### config.mk
export PLATFORM = sky130hd
export DESIGN_NAME = seq_mult_ctrl_flat
export DESIGN_NICKNAME = d
export VERILOG_FILES = /design/src/rtl/seq_mult_if.sv /design/src/rtl/seq_mult_ctrl.sv /design/src/flat_wrapper.sv
export SDC_FILE = /design/constraint.sdc
export NUM_CORES = 1
export LEC_CHECK = 0
export BUFFER_PORTS_ARGS = -buffer_cell sky130_fd_sc_hd__buf_2
export CAP_MARGIN = 20
export CORE_ASPECT_RATIO = 1.2
export CORE_MARGIN = 2
export CORE_UTILIZATION = 60
export DETAILED_ROUTE_END_ITERATION = 8
export GPL_TIMING_DRIVEN = 1
export PLACE_DENSITY = 0.89
export SETUP_SLACK_MARGIN = 0.5
export SYNTH_ARGS = -nofsm -noshare
export SYNTH_HDL_FRONTEND = slang
export SYNTH_SLANG_ARGS = --single-unit
export TNS_END_PERCENT = 5
### constraint.sdc
create_clock -name clk -period 4.3 [get_ports clk]
set_clock_uncertainty 0.2 [all_clocks]
set_input_delay 0.43 -clock clk [delete_from_list [all_inputs] [get_ports clk]]
set_output_delay 0.43 -clock clk [all_outputs]
set_load 0.02 [all_outputs]
### src/rtl/seq_mult_if.sv
// Operand/result bundle between control (master) and the sequential multiplier (slave).
interface seq_mult_if #(
    parameter int unsigned WIDTH = 16
);
    logic               start;
    logic               signed_mode;
    logic [WIDTH-1:0]   Mem_Dat_X;
    logic [WIDTH-1:0]   Mem_Dat_Y;
    logic               busy;
    logic               done;
    logic [2*WIDTH-1:0] product;
    logic               overflow;

    modport master (
        output start, signed_mode, Mem_Dat_X, Mem_Dat_Y,
        input  busy, done, product, overflow
    );

    modport slave (
        input  start, signed_mode, Mem_Dat_X, Mem_Dat_Y,
        output busy, done, product, overflow
    );
endinterface

### src/rtl/seq_mult_ctrl.sv
// Shift-and-add multiplier: magnitudes are multiplied unsigned over up to WIDTH
// iterations, then the sign is applied and overflow is judged in one fixup cycle.
module seq_mult_ctrl #(
    parameter int unsigned WIDTH      = 16,
    parameter bit          EARLY_EXIT = 1'b0
) (
    input  logic      clk,
    input  logic      rst,
    seq_mult_if.slave bus
);
    localparam int unsigned PW = 2 * WIDTH;
    localparam int unsigned CW = $clog2(WIDTH + 1);
    localparam logic [CW-1:0] CntMax = CW'(WIDTH);
    localparam logic [CW-1:0] CntOne = CW'(1);

    typedef enum logic [1:0] {StIdle, StRun, StFix} state_e;

    state_e           state_q;
    logic [PW-1:0]    acc_q;
    logic [PW-1:0]    mcand_q;
    logic [WIDTH-1:0] mplier_q;
    logic [CW-1:0]    cnt_q;
    logic             neg_q;
    logic             mode_q;
    logic             busy_q;
    logic             done_q;
    logic [PW-1:0]    product_q;
    logic             overflow_q;

    logic [WIDTH-1:0] x_mag;
    logic [WIDTH-1:0] y_mag;
    logic [PW-1:0]    acc_add;
    logic [WIDTH-1:0] mplier_shift;
    logic [CW-1:0]    cnt_inc;
    logic             run_last;
    logic [PW-1:0]    fix_prod;
    logic             fix_ovf;

    // Operand magnitudes, one iteration of the datapath, and the signed fixup result.
    always_comb begin
        x_mag        = (bus.signed_mode && bus.Mem_Dat_X[WIDTH-1]) ? -bus.Mem_Dat_X : bus.Mem_Dat_X;
        y_mag        = (bus.signed_mode && bus.Mem_Dat_Y[WIDTH-1]) ? -bus.Mem_Dat_Y : bus.Mem_Dat_Y;
        acc_add      = mplier_q[0] ? (acc_q + mcand_q) : acc_q;
        mplier_shift = mplier_q >> 1;
        cnt_inc      = cnt_q + CntOne;
        run_last     = (cnt_inc == CntMax) || (EARLY_EXIT && (mplier_shift == '0));
        fix_prod     = neg_q ? -acc_q : acc_q;
        if (mode_q) begin
            // Representable in WIDTH signed bits only if the top WIDTH+1 bits are sign copies.
            fix_ovf = !((&fix_prod[PW-1:WIDTH-1]) || (~|fix_prod[PW-1:WIDTH-1]));
        end else begin
            fix_ovf = |fix_prod[PW-1:WIDTH];
        end
    end

    // Controller FSM with registered handshake and result outputs.
    always_ff @(posedge clk or posedge rst) begin
        if (rst) begin
            state_q    <= StIdle;
            acc_q      <= '0;
            mcand_q    <= '0;
            mplier_q   <= '0;
            cnt_q      <= '0;
            neg_q      <= 1'b0;
            mode_q     <= 1'b0;
            busy_q     <= 1'b0;
            done_q     <= 1'b0;
            product_q  <= '0;
            overflow_q <= 1'b0;
        end else begin
            done_q <= 1'b0;
            unique case (state_q)
                StIdle: begin
                    if (bus.start) begin
                        mcand_q  <= {{WIDTH{1'b0}}, x_mag};
                        mplier_q <= y_mag;
                        acc_q    <= '0;
                        cnt_q    <= '0;
                        neg_q    <= bus.signed_mode & (bus.Mem_Dat_X[WIDTH-1] ^ bus.Mem_Dat_Y[WIDTH-1]);
                        mode_q   <= bus.signed_mode;
                        busy_q   <= 1'b1;
                        state_q  <= StRun;
                    end
                end
                StRun: begin
                    acc_q    <= acc_add;
                    mcand_q  <= mcand_q << 1;
                    mplier_q <= mplier_shift;
                    cnt_q    <= cnt_inc;
                    if (run_last) begin
                        state_q <= StFix;
                    end
                end
                StFix: begin
                    product_q  <= fix_prod;
                    overflow_q <= fix_ovf;
                    done_q     <= 1'b1;
                    busy_q     <= 1'b0;
                    state_q    <= StIdle;
                end
                default: begin
                    state_q <= StIdle;
                    busy_q  <= 1'b0;
                end
            endcase
        end
    end

    assign bus.busy     = busy_q;
    assign bus.done     = done_q;
    assign bus.product  = product_q;
    assign bus.overflow = overflow_q;
endmodule

### src/flat_wrapper.sv
// flat-port wrapper written by rule: the top's interface ports become plain ports
module seq_mult_ctrl_flat 
#(
    parameter int unsigned WIDTH      = 16,
    parameter bit          EARLY_EXIT = 1'b0
)
  (clk, rst, bus_start, bus_signed_mode, bus_Mem_Dat_X, bus_Mem_Dat_Y, bus_busy, bus_done, bus_product, bus_overflow);
  seq_mult_if #(.WIDTH(WIDTH)) bus_i ();
  input  logic clk;
  input  logic rst;
  input wire logic [$bits(bus_i.start)-1:0] bus_start;
  input wire logic [$bits(bus_i.signed_mode)-1:0] bus_signed_mode;
  input wire logic [$bits(bus_i.Mem_Dat_X)-1:0] bus_Mem_Dat_X;
  input wire logic [$bits(bus_i.Mem_Dat_Y)-1:0] bus_Mem_Dat_Y;
  output wire logic [$bits(bus_i.busy)-1:0] bus_busy;
  output wire logic [$bits(bus_i.done)-1:0] bus_done;
  output wire logic [$bits(bus_i.product)-1:0] bus_product;
  output wire logic [$bits(bus_i.overflow)-1:0] bus_overflow;
  assign bus_i.start = bus_start;
  assign bus_i.signed_mode = bus_signed_mode;
  assign bus_i.Mem_Dat_X = bus_Mem_Dat_X;
  assign bus_i.Mem_Dat_Y = bus_Mem_Dat_Y;
  assign bus_busy = bus_i.busy;
  assign bus_done = bus_i.done;
  assign bus_product = bus_i.product;
  assign bus_overflow = bus_i.overflow;
  seq_mult_ctrl #(.WIDTH(WIDTH), .EARLY_EXIT(EARLY_EXIT)) u_core (.clk(clk), .rst(rst), .bus(bus_i));
endmodule
Word level (Yosys, flattened, before mapping)
Index checks and enable logic that the tools add are counted.
{"block": "word_totals", "reg_bits": 124, "inputBits": 36, "word_cells": 59}
{"block": "classes", "n_addsub": 5, "eq_ne": 6, "n_mux": 19, "bitwise_logic": 3, "n_reduce_logical": 15}
{"cell": "two-way mux 32 bit", "n": 4}
{"cell": "one-hot mux 32 bit (2 select lines)", "n": 2}
{"cell": "two-way mux 16 bit", "n": 3}
{"cell": "adder 32 bit", "n": 1}
{"cell": "negator 16 bit", "n": 2}
{"cell": "negator 32 bit", "n": 1}
{"cell": "one-hot mux 16 bit (2 select lines)", "n": 1}
{"cell": "AND reduction 17 bit", "n": 1}
{"cell": "OR reduction 17 bit", "n": 1}
{"cell": "OR reduction 16 bit", "n": 1}
{"cell": "one-hot mux 5 bit (2 select lines)", "n": 1}
{"cell": "AND reduction 2 bit", "n": 4}
{"cell": "adder 5 x 1 -> 5 bit, second input constant", "n": 1}
{"cell": "equality test 5 bit, second input constant", "n": 1}
{"cell": "two-way mux 5 bit", "n": 1}
{"cell": "two-way mux 2 bit", "n": 2}
{"cell": "inequality test 2 x 1 -> 1 bit, second input constant", "n": 2}
{"cell": "one-hot mux 2 bit (2 select lines)", "n": 1}
{"cell": "two-way mux 1 bit", "n": 3}
{"cell": "AND reduction 3 bit", "n": 1}
{"cell": "equality test 2 x 1 -> 1 bit, second input constant", "n": 1}
{"cell": "equality test 2 bit, second input constant", "n": 1}
{"cell": "logical AND 1 bit", "n": 2}
{"cell": "logical NOT 1 bit", "n": 2}
{"cell": "other kinds (8)", "n": 8}

Logic depth before layout (Yosys ltp)
{"block": "logic_depth", "ltp_word": 7, "depth_mapped": 12}

Least setup slack after synthesis
No wires, ideal clock.
{"block": "synth_timing", "path_type": "reg-to-reg", "startpoint": "reg u_core.acc_q[2]", "endpoint": "reg u_core.acc_q[31]", "arrival_ns": 3.071, "t_required_ns": 4.013, "slack_ns": 0.943, "path_stages_with_launch": 11, "path_buffers": 0, "path_cell_list": "dfrtp_1 > ha_1 > o211ai_1 > o21ai_0 > o311a_1 > o2111ai_1 > nand3_1 > a2111oi_0 > nor3b_1 > or4b_2 > o211ai_1"}
{"block": "synth_via", "elab_chain_len": 3}
{"element": "from (decl)", "line": "seq_mult_ctrl.sv:19", "text": "logic [PW-1:0] acc_q;"}
{"element": "from (signal assigned)", "line": "seq_mult_ctrl.sv:60", "text": "acc_q <= '0;"}
{"element": "from (signal assigned)", "line": "seq_mult_ctrl.sv:77", "text": "acc_q <= '0;"}
{"element": "from (signal assigned)", "line": "seq_mult_ctrl.sv:86", "text": "acc_q <= acc_add;"}
{"element": "adder 32 bit", "line": "seq_mult_ctrl.sv:43", "text": "acc_add = mplier_q[0] ? (acc_q + mcand_q) : acc_q;"}
{"element": "two-way mux 32 bit", "line": "seq_mult_ctrl.sv:43"}
{"element": "one-hot mux 32 bit (2 select lines)", "line": "seq_mult_ctrl.sv:72", "text": "unique case (state_q)"}
Every way passes these cells. The select of a mux whose other input is x is not followed.
A chain may end at the register's enable or synchronous reset.

Worst setup path after layout
{"block": "layout_timing", "startpoint": "reg u_core.acc_q[17]", "endpoint": "reg u_core.overflow_q, in the netlist u_core.bus.overflow"}
{"block": "layout_via", "elab_chain_len": 7, "elab_cells_between_ends": 9}
{"element": "negator 32 bit", "line": "seq_mult_ctrl.sv:47", "text": "fix_prod = neg_q ? -acc_q : acc_q;"}
{"element": "two-way mux 32 bit (*)", "line": "seq_mult_ctrl.sv:47"}
{"element": "OR reduction 17 bit", "line": "seq_mult_ctrl.sv:50", "text": "fix_ovf = !((&fix_prod[PW-1:WIDTH-1]) || (~|fix_prod[PW-1:WIDTH-1]));"}
{"element": "logical NOT 1 bit", "line": "seq_mult_ctrl.sv:50"}
{"element": "logical OR 1 bit", "line": "seq_mult_ctrl.sv:50"}
{"element": "logical NOT 1 bit", "line": "seq_mult_ctrl.sv:50"}
{"element": "two-way mux 1 bit (*)", "line": "seq_mult_ctrl.sv:48", "text": "if (mode_q) begin"}
{"element": "to (signal assigned)", "line": "seq_mult_ctrl.sv:96", "text": "overflow_q <= fix_ovf;"}
{"element": "to (decl)", "line": "seq_mult_ctrl.sv:28", "text": "logic overflow_q;"}
Mark *: on every way between the ends. The rest lies on a longest branch, timed or not.

==> summary.txt <==
Synth Net Count: 921
via count: 6701
Hold WC Path Type: input pin to flip-flop
DP Worst Slack: 0.549 ns
total iterations of the first detailed-routing run: 5
Worst Setup End Kind: flip-flop
TritonCTS buffer count: 17
Clock Sinks: 124
worst setup slack after layout: 0.674 ns
ys flop type: dfrtp_1
remaining antenna violation count after routing: 0
initial antenna violation count: 0
Synth cell types: 62
required time worst endpoint: 4.39 ns
Slew Viols, Final: 0
syn avg cell area: 8.95 µm²
result of the run: completed
die area: 13600 µm²
CTS tree: built
crit path launch type: flip-flop
Synth async-reset ratio: 100%
io pins: 71
GRT Overall Usage: 28.3%
maximum vdd ir drop: 0.311 mV
post-layout minimum cycle time: 3.63 ns
Rows: 45
wire per inst: 16.9 µm
Core ar.: 12500 µm²
crit path kind: flip-flop to flip-flop
max cap viols: 0
Final period util: 84.3%
worst reg2reg startpoint: u_core.acc_q[17]$_DFFE_PP0P_
fmax: 0.276 GHz
Max Buffers Root-to-Sink: 2
Initial Util: 60.8%
arrival time at the worst endpoint: 3.72 ns
drt total wl: 18300 µm
nets@finish: 980
Pwr per Cell Area: 740 nW/µm²
Clock Latency Late Sink: 0.41 ns
area grow syn2layout: 15.0%
Mapped Cells: 849
post-DP HPWL: 12300 µm
Worst Max-Slew Pin Slew: 0.875 ns
Setup TNS Final: 0 ns
Hold Vio Cnt, Final: 0
GR Overflow Total: 0
worst-path fanout max: 14
Fillers: 925
Root Buffer: clkbuf_16
Final Power: 6.47 mW
final setup fails: 0
drt drc: 0
first-pass GRT wire length: 30900 µm
drt via density: 6.18
register bit total from synthesis: 124
IO buf count: 70
EDFF count, synth: 0
CTS clk-pin slew, worst paths: 0.05 ns
Worst Setup SP: u_core.acc_q[17]$_DFFE_PP0P_
largest net degree at the start of global routing: 97
die width: 107 µm
Rel. slew slack: 41.5%
number of global-route vias before repair: 6599
min-delay src: bus_Mem_Dat_Y[10]
number of H-tree levels: 4
Die Ht: 127 µm
Placer Congestion: 0.967
DR iter-0 viols: 483
LEAKAGE: 4.07 nW
RSZ-0062 raised after global routing: true
sequential share of the synthesized area: 40.8%
ant diodes: 0
Warnings, synthesis: 0
layout cells sized above 1: 14.2%
Netlist Area Pre-Place: 7600 µm²
-- report_power, final --
part	total (mW)	internal [mW]	switching, mW
logic	2.89	1.15	1.74
clock network	1.47	0.981	0.488
registers	2.11	1.57	0.538
-- layout make-up --
class	instances	area, µm²	area share [%]
Clock buffer	24	502	5.74
Timing Repair Buffer	80	440	5.04
Inverter	16	63.8	0.730
Multi-Input combinational cell	669	4320	49.4
Clock inverter	7	110	1.26
Sequential cell	124	3100	35.5
Tap cell	164	205	2.35
-- cell usage in the layout, fill, tap and decap left out, types with 3 or more instances in the layout --
cell / count
a22o_1: 18
nand2_1: 128
a22oi_1: 20
o31ai_2: 3
nor4_4: 3
xnor2_1: 27
o22ai_1: 17
dfrtp_1: 124
clkbuf_8: 5
buf_4: 8
and3_1: 6
nand3b_1: 4
o41ai_1: 4
nor2b_1: 4
o21ai_0: 114
and2_1: 5
nor2_1: 32
or4_1: 4
clkbuf_16: 17
o31ai_1: 18
or3_1: 3
nor4_1: 5
o21a_1: 5
xor2_1: 57
o211ai_1: 5
nand2b_1: 5
clkinv_2: 4
bufinv_16: 3
inv_1: 15
ha_1: 35
nand3_1: 21
a31oi_1: 8
a21oi_1: 48
buf_2: 70
a21o_1: 14
nor3_1: 12
-- worst paths after layout --
| check | slack [ns] | cells after the start | to |
|---|---|---|---|
| setup / recovery | 0.67 | 9 | u_core.bus.overflow$_DFFE_PP0P_ |
| hold / removal | 0.11 | 3 | u_core.mplier_q[10]$_DFFE_PP0P_ |
| setup reg to reg | 0.67 | 9 | u_core.bus.overflow$_DFFE_PP0P_ |
| hold reg to reg | 0.27 | 2 | u_core.bus.product[22]$_DFFE_PP0P_ |
| max in group asynchronous | 2.56 | 4 | u_core.acc_q[29]$_DFFE_PP0P_ |
| min in group asynchronous | 0.44 | 3 | u_core.bus.product[0]$_DFFE_PP0P_ |
-- worst max-delay path, cell delays in order (launching register included) --
cell	delay, ns
dfrtp_1	0.55
or4_1	0.69
nor4_4	0.32
nand4_2	0.27
o31ai_2	0.33
xor2_1	0.33
nand4b_1	0.13
or4_1	0.51
o22ai_1	0.12
a31oi_1	0.05
-- metal layers --
| layer | GRT usage [%] | part of all wire, % |
|---|---|---|
| met3 | 5.15 | 5.8 |
| met4 | 11.5 | 2.4 |
| met5 | 0 | 0 |
| met2 | 49.3 | 51 |
| met1 | 34.8 | 41 |
-- flip-flops by register name, indices dropped and copies added, names as in the netlist --
register             flops
u_core.bus.done          1
u_core.bus.busy          1
u_core.state_q           2
u_core.mcand_q          32
u_core.acc_q            32
u_core.bus.product      32
u_core.cnt_q             5
u_core.neg_q             1
u_core.mode_q            1
u_core.mplier_q         16
u_core.bus.overflow      1
-- cell usage after synthesis, drive strengths merged (2+ instances only) --
library cell,n,share of area (%)
o21ai,115,7.6
a21oi,49,3.2
nand3b,4,0.40
a22oi,20,2.0
o21a,5,0.49
nor4,8,1.1
xor2,57,6.6
ha,35,5.8
o2111ai,2,0.23
nand4,3,0.33
nor2,33,1.6
nor3,12,0.79
o31ai,21,2.3
o211ai,5,0.49
and2,5,0.41
a21boi,2,0.20
o21bai,2,0.20
a21o,14,1.4
clkbuf,39,1.9
and3b,2,0.23
a32o,2,0.26
a41oi,2,0.23
o41ai,6,0.89
mux2i,2,0.26
or2,2,0.16
xnor2,27,3.1
nand3,22,1.5
dfrtp,124,41
o22ai,17,1.4
a22o,18,2.1
inv,16,0.79
a2111oi,2,0.23
nand2b,5,0.41
a31oi,8,0.66
a211oi,2,0.20
or3,3,0.25
and3,6,0.49
nor2b,4,0.33
nand2,129,6.4
or4,5,0.54
-- cell families (layout without fill, tap and decap cells) --
kind of cell	Yosys count	in the layout	synth area share (%)
simple gates	247	247	15.5
xor+xnor	84	84	9.68
buf+inv	56	127	2.78
compound gates	300	300	25.0
fa+ha+maj	36	36	6.03
mux	2	2	0.263
flops	124	124	40.8
-- per-stage QoR --
step	hold slack (ns)	utilization [%]	area (µm²)	std cells
global placement	0.255	64.7	8090	1050
global route	0.125	69.9	8740	1084
finish	0.112	69.9	8740	1084
detailed placement	0.264	64.7	8090	1050
CTS	0.0978	69.7	8710	1082
floorplan	0.238	-	7600	849
-- timing repair --
item                                    in CTS  in global routing
hold buffers                                 1                  0
gates resized for setup                      1                  3
endpoints found under the setup margin       1                  2
pin swaps                                    0                  1
buffers inserted                             0                  2
gates cloned                                 0                  0
endpoints found under the hold margin       28                  0
Power figures use the tool's default switching activity.
